`config.mk`:
```
export PLATFORM = sky130hd
export DESIGN_NAME = pipemem_ctrl
export DESIGN_NICKNAME = d
export VERILOG_FILES = /design/src/rtl/pipemem_ctrl.sv
export SDC_FILE = /design/constraint.sdc
export NUM_CORES = 1
export LEC_CHECK = 0
export CAP_MARGIN = 20
export CORE_ASPECT_RATIO = 0.75
export CORE_MARGIN = 3
export CORE_UTILIZATION = 43
export DETAILED_ROUTE_END_ITERATION = 10
export PLACE_DENSITY_LB_ADDON = 0.08
export SYNTH_ARGS = -nofsm -noshare
export SYNTH_HDL_FRONTEND = slang
export SYNTH_SLANG_ARGS = --single-unit
```
`constraint.sdc`:
```
create_clock -name clock -period 2.8 [get_ports clock]
set_clock_uncertainty 0.15 [all_clocks]
set_input_delay 0.56 -clock clock [delete_from_list [all_inputs] [get_ports clock]]
set_output_delay 0.56 -clock clock [all_outputs]
set_load 0.05 [all_outputs]
```
`src/rtl/pipemem_ctrl.sv`:
```
// MEM-stage controller: turns EX/MEM memory control into handshaked data-memory bus accesses,
// stalls upstream while an access is outstanding, and holds the MEM/WB register. Option: MEM_TIMEOUT_EN.
module pipemem_ctrl #(
    parameter int TIMEOUT = 255
) (
    input  logic        clock,
    input  logic        reset,
    input  logic        mwreg,
    input  logic        mm2reg,
    input  logic        mwmem,
    input  logic [31:0] malu,
    input  logic [31:0] mb,
    input  logic [4:0]  mrn,
    output logic        dmem_req,
    output logic        dmem_we,
    output logic [31:0] dmem_addr,
    output logic [31:0] dmem_wdata,
    input  logic        dmem_ack,
    input  logic [31:0] dmem_rdata,
    output logic        mem_stall,
    output logic        wwreg,
    output logic        wm2reg,
    output logic [31:0] wmo,
    output logic [31:0] walu,
    output logic [4:0]  wrn,
    output logic        misalign,
    output logic        mem_err
);

    typedef enum logic {
        IDLE = 1'b0,
        BUSY = 1'b1
    } state_t;

    state_t state, state_nxt;

    logic access;
    logic aligned;
    logic issue;
    logic finish;
    logic tmo;

    assign access  = mwmem | mm2reg;
    assign aligned = (malu[1:0] == 2'b00);
    assign issue   = (state == IDLE) && access && aligned;
    assign finish  = (state == BUSY) && (dmem_ack || tmo);

`ifdef MEM_TIMEOUT_EN
    logic [7:0] wait_cnt;
    logic       err;

    // An ack in the timeout cycle takes priority, so tmo requires !dmem_ack.
    assign tmo     = (state == BUSY) && !dmem_ack && (wait_cnt == 8'(TIMEOUT - 1));
    assign mem_err = err;

    always_ff @(posedge clock) begin
        if (reset) begin
            wait_cnt <= 8'd0;
            err      <= 1'b0;
        end else begin
            if (state == IDLE)
                wait_cnt <= 8'd0;
            else if (!dmem_ack)
                wait_cnt <= wait_cnt + 8'd1;
            if (tmo)
                err <= 1'b1;
        end
    end
`else
    logic unused_cfg;

    assign unused_cfg = (TIMEOUT != 0);
    assign tmo        = 1'b0;
    assign mem_err    = 1'b0;
`endif

    // Next state plus the combinational stall/misalign outputs, forced low during reset.
    always_comb begin
        state_nxt = state;
        mem_stall = 1'b0;
        misalign  = 1'b0;
        if (!reset) begin
            case (state)
                IDLE: begin
                    if (access && aligned) begin
                        mem_stall = 1'b1;
                        state_nxt = BUSY;
                    end else if (access) begin
                        misalign = 1'b1;
                    end
                end
                BUSY: begin
                    if (dmem_ack || tmo)
                        state_nxt = IDLE;
                    else
                        mem_stall = 1'b1;
                end
                default: state_nxt = IDLE;
            endcase
        end
    end

    // Bus request register: loaded on issue, held stable until ack or timeout.
    always_ff @(posedge clock) begin
        if (reset) begin
            state      <= IDLE;
            dmem_req   <= 1'b0;
            dmem_we    <= 1'b0;
            dmem_addr  <= 32'd0;
            dmem_wdata <= 32'd0;
        end else begin
            state <= state_nxt;
            if (issue) begin
                dmem_req   <= 1'b1;
                dmem_we    <= mwmem;
                dmem_addr  <= {malu[31:2], 2'b00};
                dmem_wdata <= mb;
            end else if (finish) begin
                dmem_req <= 1'b0;
            end
        end
    end

    // MEM/WB register: bubbles on stall or misalign; a timed-out access retires without write-back.
    always_ff @(posedge clock) begin
        if (reset || mem_stall || misalign) begin
            wwreg  <= 1'b0;
            wm2reg <= 1'b0;
            wmo    <= 32'd0;
            walu   <= 32'd0;
            wrn    <= 5'd0;
        end else begin
            wwreg  <= mwreg & ~tmo;
            wm2reg <= mm2reg & ~tmo;
            wmo    <= ((state == BUSY) && dmem_ack && !dmem_we) ? dmem_rdata : 32'd0;
            walu   <= malu;
            wrn    <= mrn;
        end
    end

endmodule
```
==> results.cfg, run 1 <==
[detailed_routing]
drt-wirelength-per-cell_um = 15.10
drt-total-wl_mm = 12.61
drc_errors = 0
vias = 3725
ant_nets = 0
vias_per_cell = 4.461
drt_iter0_drc = 142
drt_first_pass_iters = 4

[cts]
cts_tree = done
path_clk_slew_ns = 0.06
cts_sinks = 136
worstSkewPairLatency_ns = 0.40
hold_buffers = 0
cts_buffer_depth = 2
cts_buffers = 17
cts_resized = 1
clockRootBuffer = clkbuf_16
htreeDepth = 4
cts_setup_buffers = 0

[critical_path]
critPathCapture = mem_stall
criticalPathCategory = in -> out
critPathLaunch = mwmem
rr_worst_depth = 3
start_kind = input port
slowest_delay_ns = 0.49
r2r_start = state$_DFF_P_
setup.worst_path.end_class = primary output
r2r-end = dmem_addr[14]$_SDFFE_PP0P_
cp_max_fo = 2
rrSetupSlack_ns = 1.13
cp.arrival_ns = 1.91
cp.required_ns = 2.09
cp_cell_sequence = clkdlybuf4s50_1 > nor2_1 > or4_4 > a21oi_4 > buf_12
cpMaxStageDelayCell = clkdlybuf4s50_1

[logic_synthesis]
syn_inst = 441
synth.distinct_cells = 20
syn_area_per_cell_um2 = 11.01
synth_area_um2 = 4853
synth_edf_count = 0
yosysWarningCount = 0
yosys.cell_count.top_type = dfxtp_1
yosysTopAreaCellShare_pct = 56.10
async_flop_share_pct = 0
yosysTopAreaCell = dfxtp_1
synthFlopType = dfxtp_1
synth_area_leaders = dfxtp_1 56%, nand2b_1 16%, mux2i_1 13%, and2_1 7.0%, and2_2 2.6%
ys_seq_area_share_pct = 56.10
synth-seq-cells = 136
synth_common_cells = 136 x dfxtp_1, 126 x nand2b_1, 63 x mux2i_1, 54 x and2_1

[placed_design]
port_buffers = 243
post-dp-hpwl_mm = 9.040
dp.cells = 803
place_congestion = 0.8196

[sta]
hold_viol = 0
worst_slew_pin_slew_ns = 0.5700
drv_slew = 0
maxSlewHeadroom_pct = 61.88
fin_hold_ws_ns = 0.2650
fin_crit_sh_pct = 93.45
finalCriticalPeriod_ns = 2.617
setup_viol = 0
max_freq_mhz = 382.2
rsz0062_at_grt = no

[power]
power.total_mw = 5.034
peakVddDrop_mv = 0.5237
power_density_nw_per_um2 = 625.5
power_leakage_nw = 3.042

[global_routing]
antenna_found_initial = 0
grt.overflow.total = 0
grt_pass1_wl_mm = 19.84
grt.total_usage_pct = 19.81
grt_pass1_vias = 3807
grt_max_degree = 84

[floorplanning]
die_w_um = 128.7
num_rows = 32
core_um2 = 10650
die_h_um = 98.01
ios = 247
start_util_pct = 45.57
die_area_um2 = 12610

[hold_path]
holdCritPathClass = in -> reg

[layout]
fin_nets = 793
seq_area_um2 = 2723
n_fill_cell = 705
layout-drive-gt1-share_pct = 9.871
fin_cells = 835
multi_input_area_um2 = 2001
area_delta_synth_final_pct = 65.84
antenna_cells = 0

[flow_run]
maxCapViolCount = 0

[status]
status = finished, final reports clean
-- worst min path at each step --
stage                           startpoint                     endpoint  slack, ns  cells after the start
2_1_floorplan                state$_DFF_P_        dmem_req$_SDFFE_PP0P_       0.46                      2
3_3_place_gp   dmem_wdata[16]$_SDFFE_PP0P_  dmem_wdata[16]$_SDFFE_PP0P_       0.31                      2
3_5_place_dp   dmem_wdata[16]$_SDFFE_PP0P_  dmem_wdata[16]$_SDFFE_PP0P_       0.31                      2
4_1_cts                              reset                state$_DFF_P_       0.24                      2
5_1_grt                              reset                state$_DFF_P_       0.26                      2
6_report                             reset                state$_DFF_P_       0.27                      2
-- cell usage in the layout (no fill, tap or decap), drive strengths merged, types with 3 or more instances in the layout --
master,netlist,routed
bufinv,0,3
mux2i,63,63
clkdlybuf4s50,0,240
clkinvlp,0,5
clkbuf,19,18
a21oi,3,3
clkinv,0,5
dfxtp,136,136
nand2b,126,126
and2,71,71
buf,12,15
conb,1,3
-- metal layers --
| layer | wire length (µm) | global-route usage (%) | up-vias |
|---|---|---|---|
| li1 | - | - | 1874 |
| met1 | 5111 | 22.23 | 1699 |
| met2 | 6227 | 33.80 | 137 |
| met3 | 1060 | 8.584 | 15 |
| met4 | 208 | 6.376 | 0 |
| met5 | 0 | 0 | - |
-- metrics by stage --
| stage | area [µm²] | TNS [ns] | setup slack, ns | util (%) |
|---|---|---|---|---|
| after floorplan | 4867 | 0 | 0.04908 | - |
| after global placement | 7430 | -0.02518 | -0.02518 | 69.76 |
| after detailed placement | 7430 | -0.05586 | -0.05586 | 69.76 |
| after CTS | 8039 | 0 | 0.01003 | 75.48 |
| after global routing | 8049 | 0 | 0.1543 | 75.58 |
| final | 8049 | 0 | 0.1834 | 75.58 |
-- worst max-delay path, delay by kind of cell --
family | cells | cell delay (ns)
buf+inv | 2 | 0.64
simple gates | 2 | 0.52
compound gates | 1 | 0.18
-- where the power goes --
group	internal [mW]	total, mW	switching [mW]
Clock	1.41	2.25	0.845
Combinational	0.343	0.746	0.403
Sequential	2.00	2.04	0.0318
-- flip-flops by register name, summed over array words and instances (netlist names) --
signal,count
dmem_addr,30
dmem_req,1
walu,32
dmem_wdata,32
wrn,5
wm2reg,1
dmem_we,1
state,1
wwreg,1
wmo,32
-- logic make-up (layout without fill, tap and decap cells) --
| group | after synthesis | count (layout) | synth area share (%) |
|---|---|---|---|
| muxes | 63 | 63 | 12.99 |
| AOI/OAI and AO/OA | 3 | 3 | 0.3867 |
| and+or+nand+nor | 207 | 207 | 26.97 |
| DFF | 136 | 136 | 56.10 |
| other | 1 | 3 | 0.07727 |
| buffers and inverters | 31 | 287 | 3.480 |
-- cell type report --
class,count,area share (%)
Tap cell,136,2.114
Clock inverter,14,2.192
Sequential cell,136,33.83
Clock buffer,18,5.332
Timing Repair Buffer,255,31.68
Multi-Input combinational cell,276,24.86
Note: power is estimated with default switching activity, not from simulation.
==> inputs of run 2 (changes only) <==
CORE_UTILIZATION = 50   (was 43)
DONT_BUFFER_PORTS = 1   (was unset)
REMOVE_ABC_BUFFERS = 1   (was unset)
==> run 2 against run 1 <==
Effect of this change:
- worst setup slack better by 0.13 ns
- sequential power is 12% higher
- largest cell class unchanged
- die area is 13% lower
- sequential share of layout area is 15 points higher
- register-to-register slack worse by 0.03 ns
==> results.cfg, run 2 (synthesized netlist as in run 1, its figures left out) <==
[status]
status = finished, final reports clean

[hold_path]
holdCritPathClass = in -> reg
hold_depth = 1
whs_endpoint = dmem_req$_SDFFE_PP0P_
worstHoldStart = reset

[cts]
path_clk_slew_ns = 0.05
cts_setup_buffers = 0
clockRootBuffer = clkbuf_16
cts_buffer_depth = 2
hold_buffers = 0
cts_sinks = 136
cts_tree = done
worstSkewPairLatency_ns = 0.40
cts_buffers = 17
cts_resized = 0
htreeDepth = 4

[global_routing]
grt.overflow.total = 0
antenna_found_initial = 0
grtUsageMet2_pct = 28.85
grt.total_usage_pct = 18.06
grt_pass1_wl_mm = 15.35
use_met3_pct = 11.21
grt_pass1_vias = 2826
grt-busiest-layer = met2
global_route.usage.met1_pct = 19.22
grt_max_degree = 132

[floorplanning]
ios = 247
start_util_pct = 52.56
core_um2 = 9234
die_area_um2 = 10940
die_h_um = 91.33
die_w_um = 119.8
num_rows = 30

[power]
peakVddDrop_mv = 0.4489
seq_power_share_pct = 45.9
intPower_mw = 3.821
combPwrFrac_pct = 3.7
p_sw_mw = 1.158
power_density_nw_per_um2 = 886.9
power_leakage_nw = 2.156
switching_share_pct = 23.26
power_frac_clock_pct = 50.4

[flow_run]
maxCapViolCount = 0

[critical_path]
rrSetupSlack_ns = 1.10
critPathLaunch = state$_DFF_P_
cp.arrival_ns = 1.77
cp.required_ns = 2.09
start_kind = register
rr_worst_depth = 4
setup.worst_path.end_class = primary output
r2r_start = state$_DFF_P_
r2r-end = walu[31]$_SDFF_PP0_
criticalPathCategory = reg -> out
cp_max_fo = 6

[detailed_routing]
drc_errors = 0
vias = 2827
vias_per_cell = 4.899
ant_nets = 0
drt_iter0_drc = 197
drt_first_pass_iters = 4
drt-wirelength-per-cell_um = 17.55
drt-total-wl_mm = 10.13

[placed_design]
post-dp-hpwl_mm = 7.012
place_congestion = 0.7522
placed_area_um2 = 4936
port_buffers = 0

[sta]
drv_slew = 0
maxSlewHeadroom_pct = 59.32
hold_viol = 0
fin_crit_sh_pct = 88.63
rsz0062_at_grt = no
setup_viol = 0
worst_slew_pin_slew_ns = 0.6068
finalCriticalPeriod_ns = 2.482
max_freq_mhz = 403.0

[layout]
layout-drive-gt1-share_pct = 12.92
fin_util_pct = 60.80
reg.largest.list = dmem_wdata x32, walu x32, wmo x32
area_delta_synth_final_pct = 15.67
antenna_cells = 0
final_area_um2 = 5614
fin_nets = 543
final_cell_mix = 136 x dfxtp_1, 126 x nand2b_1, 63 x mux2i_1
layout_commonest_cell = dfxtp_1
==> run 2: cell types whose count changed in the layout (fill, tap and decap cells not counted), sizes merged <==
cell / before / now
bufinv: 3 / 6
clkinv: 5 / 3
clkbuf: 18 / 20
inv: 1 / 0
clkinvlp: 5 / 3
buf: 15 / 5
clkdlybuf4s50: 240 / 0
==> run 2: layout make-up <==
class                           count  area, µm²
Fill cell                         773       3620
Sequential cell                   136       2723
Multi-Input combinational cell    276       1987
Clock buffer                       20      456.7
Clock inverter                     12      221.5
Tap cell                          128      160.2
Timing Repair Buffer                5      66.31
==> run 2: power groups by stage <==
| stage | clock [mW] | combinational (mW) | sequential, mW |
|---|---|---|---|
| 2_1_floorplan | 0 | 0.187 | 2.31 |
| 3_3_place_gp | 0 | 0.180 | 2.33 |
| 3_5_place_dp | 0 | 0.187 | 2.33 |
| 4_1_cts | 2.56 | 0.188 | 2.29 |
| 5_1_grt | 2.64 | 0.204 | 2.29 |
| 6_report | 2.51 | 0.185 | 2.29 |
==> run 2: worst max-delay path by stage <==
stage | cells past startpoint | slack (ns) | endpoint
final | 3 | 0.32 | mem_stall
after global placement | 3 | 0.49 | mem_stall
after detailed placement | 3 | 0.49 | mem_stall
after CTS | 3 | 0.30 | mem_stall
after global routing | 3 | 0.24 | mem_stall
after floorplan | 2 | -7.46 | dmem_addr[10]$_SDFFE_PP0P_
==> run 2: through the flow <==
step                      total power [mW]  std cells  hold slack [ns]  setup WS, ns  TNS (ns)
after floorplan                      2.496        412           0.4333        -7.456   -469.77
final                                4.979        577           0.1154        0.3184         0
after global placement               2.509        544           0.5021        0.4888         0
after detailed placement             2.516        545           0.5159        0.4898         0
after global routing                 5.136        577          0.09883        0.2400         0
after CTS                            5.039        577          0.08538        0.3047         0
==> run 2: worst max-delay path, cell delays in order, from the launching register on <==
cell and delay, ns:
dfxtp_1 0.36, or4_2 0.64, a21oi_1 0.16, buf_4 0.22
==> run 2: per-layer routing <==
layer	part of all wire (%)	vias to the layer above	wire (µm)
met5	0	-	0
met4	1.9	0	197
met3	13	14	1302
met2	48	152	4832
met1	37	1287	3793
li1	-	1374	-
==> inputs of run 3 (changes only) <==
MAX_ROUTING_LAYER = met4   (was unset)
==> run 3 against run 2 <==
Effect of this change:
- non-clock buffer count is the same
- sequential share of layout area is the same
- combinational power is essentially flat
- fmax is essentially flat
- worst setup slack lost 0.00066 ns
- register-to-register slack is essentially flat
- design area is the same
- utilization is the same
- largest cell class unchanged
- highest routed layer unchanged
==> results.cfg, run 3 (synthesized netlist as in run 1, its figures left out) <==
[status]
status = finished, final reports clean

[placed_design]
port_buffers = 0
place_congestion = 0.7619
post-dp-hpwl_mm = 7.012
placed_area_um2 = 4936

[critical_path]
rrSetupSlack_ns = 1.10
setup.worst_path.end_class = primary output
r2r_start = dmem_we$_SDFFE_PP0P_
cp.required_ns = 2.09
cp.arrival_ns = 1.77
rr_worst_depth = 3
criticalPathCategory = reg -> out
r2r-end = wmo[27]$_SDFF_PP0_
start_kind = register
cp_max_fo = 6

[hold_path]
hold_depth = 1
holdCritPathClass = in -> reg
worstHoldStart = reset
whs_endpoint = dmem_req$_SDFFE_PP0P_

[detailed_routing]
drt-total-wl_mm = 10.13
drt_first_pass_iters = 4
vias = 2819
vias_per_cell = 4.886
ant_nets = 0
drt-wirelength-per-cell_um = 17.56
drc_errors = 0
drt_iter0_drc = 195

[power]
combPwrFrac_pct = 3.7
power.total_mw = 4.979
power_frac_clock_pct = 50.4
peakVddDrop_mv = 0.4490
switching_share_pct = 23.25
p_sw_mw = 1.158
power_density_nw_per_um2 = 886.8
power_leakage_nw = 2.156
seq_power_share_pct = 45.9
intPower_mw = 3.821

[cts]
worstSkewPairLatency_ns = 0.40
cts_setup_buffers = 0
clockRootBuffer = clkbuf_16
cts_sinks = 136
cts_buffer_depth = 2
cts_buffers = 17
htreeDepth = 4
hold_buffers = 0
path_clk_slew_ns = 0.05
cts_tree = done
cts_resized = 0

[global_routing]
grt.overflow.total = 0
grt.total_usage_pct = 18.60
grt_pass1_wl_mm = 15.32
antenna_found_initial = 0
grt_max_degree = 132
grt_pass1_vias = 2822

[layout]
final_cell_mix = 136 x dfxtp_1, 126 x nand2b_1, 63 x mux2i_1
reg.largest.list = dmem_wdata x32, walu x32, wmo x32
layout_commonest_cell = dfxtp_1
area_delta_synth_final_pct = 15.67
fin_util_pct = 60.80
layout-drive-gt1-share_pct = 12.92
fin_nets = 543
n_fill_cell = 773
final_area_um2 = 5614
antenna_cells = 0

[sta]
drv_slew = 0
finalCriticalPeriod_ns = 2.482
fin_hold_ws_ns = 0.1144
hold_viol = 0
rsz0062_at_grt = no
setup_viol = 0
maxSlewHeadroom_pct = 59.08
worst_slew_pin_slew_ns = 0.6105
fin_crit_sh_pct = 88.65
max_freq_mhz = 402.9
setup-tns-final_ns = 0

[floorplanning]
ios = 247
die_w_um = 119.8
die_h_um = 91.33
die_area_um2 = 10940
start_util_pct = 52.56
core_um2 = 9234
num_rows = 30

[flow_run]
maxCapViolCount = 0
run 3: final cells by class:
type	instances	area [µm²]	share of cell area (%)
flip-flops and latches	136	2723	48.50
repair buffers	5	66.31	1.181
well taps	128	160.2	2.853
multi-input cells	276	1987	35.39
clock inverters	12	221.5	3.945
clock buffers	20	456.7	8.135
run 3: critical path: stages, from the launching register on:
cell	delay, ns
dfxtp_1	0.36
or4_2	0.64
a21oi_1	0.16
buf_4	0.22
run 3: worst max path at each step:
stage	startpoint	to	cells past startpoint
2_1_floorplan	malu[0]	dmem_addr[10]$_SDFFE_PP0P_	2
3_3_place_gp	malu[1]	mem_stall	3
3_5_place_dp	malu[1]	mem_stall	3
4_1_cts	state$_DFF_P_	mem_stall	3
5_1_grt	state$_DFF_P_	mem_stall	3
6_report	state$_DFF_P_	mem_stall	3
run 3: routing by layer:
layer	track usage, %	vias to the layer above	share of wire [%]
met5	-	-	0
met3	9.963	14	11
met4	7.436	0	1.9
met1	20.05	1287	39
met2	28.90	146	48
li1	-	1372	-
run 3: per-stage QoR:
step | setup slack [ns] | cells
after floorplan | -7.456 | 412
after global placement | 0.4888 | 544
after detailed placement | 0.4898 | 545
after CTS | 0.3047 | 577
after global routing | 0.2400 | 577
final | 0.3177 | 577
run 3: power groups by stage:
stage               clock network, mW  logic [mW]  registers [mW]
global placement                    0       0.180            2.33
finish                           2.51       0.185            2.29
floorplan                           0       0.187            2.31
global route                     2.64       0.204            2.29
CTS                              2.56       0.188            2.29
detailed placement                  0       0.187            2.33
==> RTL change, RTL diff (flow settings as in run 1) <==
The option `MEM_TIMEOUT_EN` is turned on by a define.
--- a/src/rtl/pipemem_ctrl.sv
+++ b/src/rtl/pipemem_ctrl.sv
@@ -1,5 +1,7 @@
 // MEM-stage controller: turns EX/MEM memory control into handshaked data-memory bus accesses,
 // stalls upstream while an access is outstanding, and holds the MEM/WB register. Option: MEM_TIMEOUT_EN.
+`define MEM_TIMEOUT_EN
+
 module pipemem_ctrl #(
     parameter int TIMEOUT = 255
 ) (
Function: no difference found for any inputs over 10 cycles, from zero or initial values and one cycle with reset high; that may be too few to reach the edited logic, so the function may still have changed.
==> RTL change against run 1 <==
  * Register-to-register slack got worse by 90 ps
  * Highest routed layer unchanged
  * Sequential cell count increased by 9
  * Critical endpoint unchanged
  * Critical path depth unchanged
  * Sequential power increased by 6%
  * Wire length increased by 12%
  * Setup slack improved by 1.3 ps
  * Clock power decreased by 3%
  * Power increased by 1.5%
  * Area after synthesis increased by 5.7%
  * Worst hold slack improved by 40 ps
  * Final area increased by 2.2%
==> RTL change: results <==
group,metric,value,unit
clock_network,cts_buffers,17,
floorplan,design.die.area,0.0133,sq mm
clock_network,htree_levels,4,
worst_setup_path,critPathArrivalTime,1910,ps
finish,final.fill_count,830,
worst_setup_path,r2r_start,"wait_cnt[1]$_SDFFE_PP0N_",
placement,dp.cells,867,
status,status,"finished, final reports clean",
worst_hold_path,hp-class,"flop to flop",
grt,grt_max_degree,92,
detailed_routing,vias,4223,
timing,setup_viol,0,
grt,grt_use_total,0.209,
worst_setup_path,crit_start,"malu[1]",
grt,grt_first_pass_wirelength,21900,microns
detailed_routing,wire_per_inst,15.7,microns
clock_network,insertion_delay,400,ps
finish,fin_nets,838,
clock_network,cts_root_buf,"clkbuf_16",
yosys,synthTopCellsByArea,"dfxtp_1 57%, mux2i_1 12%, nand2_1 6.7%, and3_1 4.8%, nand2b_1 4.6%",
finish,top_regs,"dmem_wdata (32), walu (32), wmo (32)",
yosys,syn-mean-instance-area,10.4,sq um
clock_network,post_cts_buffers,0,
finish,num_antenna_cells,0,
clock_network,clk_pin_slew_worst_paths,60,ps
timing,slew_headroom,0.607,
yosys,synth_cell_types,36,
finish,fin_cells,897,
grt,antenna_found_initial,0,
clock_network,cts_hold_buf,0,
finish,drive_above_1_share,0.0662,
yosys,ys_warn_count,0,
placement,post_dp_cell_area,0.00766,sq mm
placement,dp_slack,208,ps
yosys,async_flop_share,0,
yosys,yosys-top-cells-count,"145 x dfxtp_1, 92 x nand2_1, 62 x mux2i_1, 39 x and3_1, 38 x nand2b_1",
timing,setup_tns,0,ps
clock_network,cts.repair.resized,0,
worst_setup_path,slowest_stage,"clkdlybuf4s50_1",
placement,port_buffers,244,
detailed_routing,dr.pass1.iters,5,
yosys,seq_area_frac_synth,0.566,
clock_network,cts_buffer_depth,2,
placement,gp_congestion,0.796,
worst_setup_path,cp_max_fo,4,
worst_hold_path,hp-start,"dmem_addr[11]$_SDFFE_PP0P_",
placement,hpwl,10100,microns
power_and_ir_drop,power.leakage,3.27,nW
detailed_routing,drt_iter0_markers,247,
yosys,synthFlopType,"dfxtp_1",
power_and_ir_drop,irDropWorstVdd,0.458,mV
worst_setup_path,slowest_delay,500,ps
## RTL change: path summary, 6_finish.rpt
path / end / slack (ps) / cells after the start
setup / recovery: mem_stall / 180 / 5
hold / removal: dmem_addr[11]$_SDFFE_PP0P_ / 300 / 2
setup reg to reg: wrn[4]$_SDFF_PP0_ / 1040 / 5
hold reg to reg: dmem_addr[11]$_SDFFE_PP0P_ / 300 / 2
## RTL change: cells by family (layout without fill, tap and decap cells)
logic type	Yosys count	after routing	synth area share
AND/OR/NAND/NOR	225	225	0.235
multiplexers	62	62	0.121
XOR/XNOR	3	3	0.00512
AO/OA/AOI/OAI	17	17	0.0212
buffers and inverters	38	284	0.0459
adder cells (fa/ha/maj)	2	2	0.00488
other	1	2	0.000731
flip-flops	145	145	0.566
## RTL change: cell type report
| type | count | area, sq um | share of cell area |
|---|---|---|---|
| clock buffers | 20 | 457 | 0.0555 |
| clock inverters | 10 | 111 | 0.0135 |
| inverters | 2 | 7.51 | 0.000913 |
| multi-input cells | 311 | 2000 | 0.243 |
| flip-flops and latches | 145 | 2900 | 0.353 |
| well taps | 157 | 196 | 0.0239 |
| repair buffers | 252 | 2550 | 0.310 |
## RTL change: power by group
group          switching (mW)  total, mW  internal, mW  leakage [nW]
combinational           0.430      0.761         0.332          1.82
clock                   0.835       2.18          1.34         0.274
sequential             0.0335       2.17          2.14          1.18
total                    1.30       5.11          3.81          3.27
## RTL change: worst max-delay path, delay by kind of cell
family | cells | cell delay, ps
compound gates | 1 | 300
buf+inv | 2 | 680
simple gates | 2 | 360
## RTL change: metal layers
layer  up-vias  part of all wire  track usage
li1       2075                 -            -
met1      1992              0.42        0.249
met2       145              0.50        0.366
met3        11             0.069       0.0719
met4         0            0.0080       0.0541
met5         -                 0            0
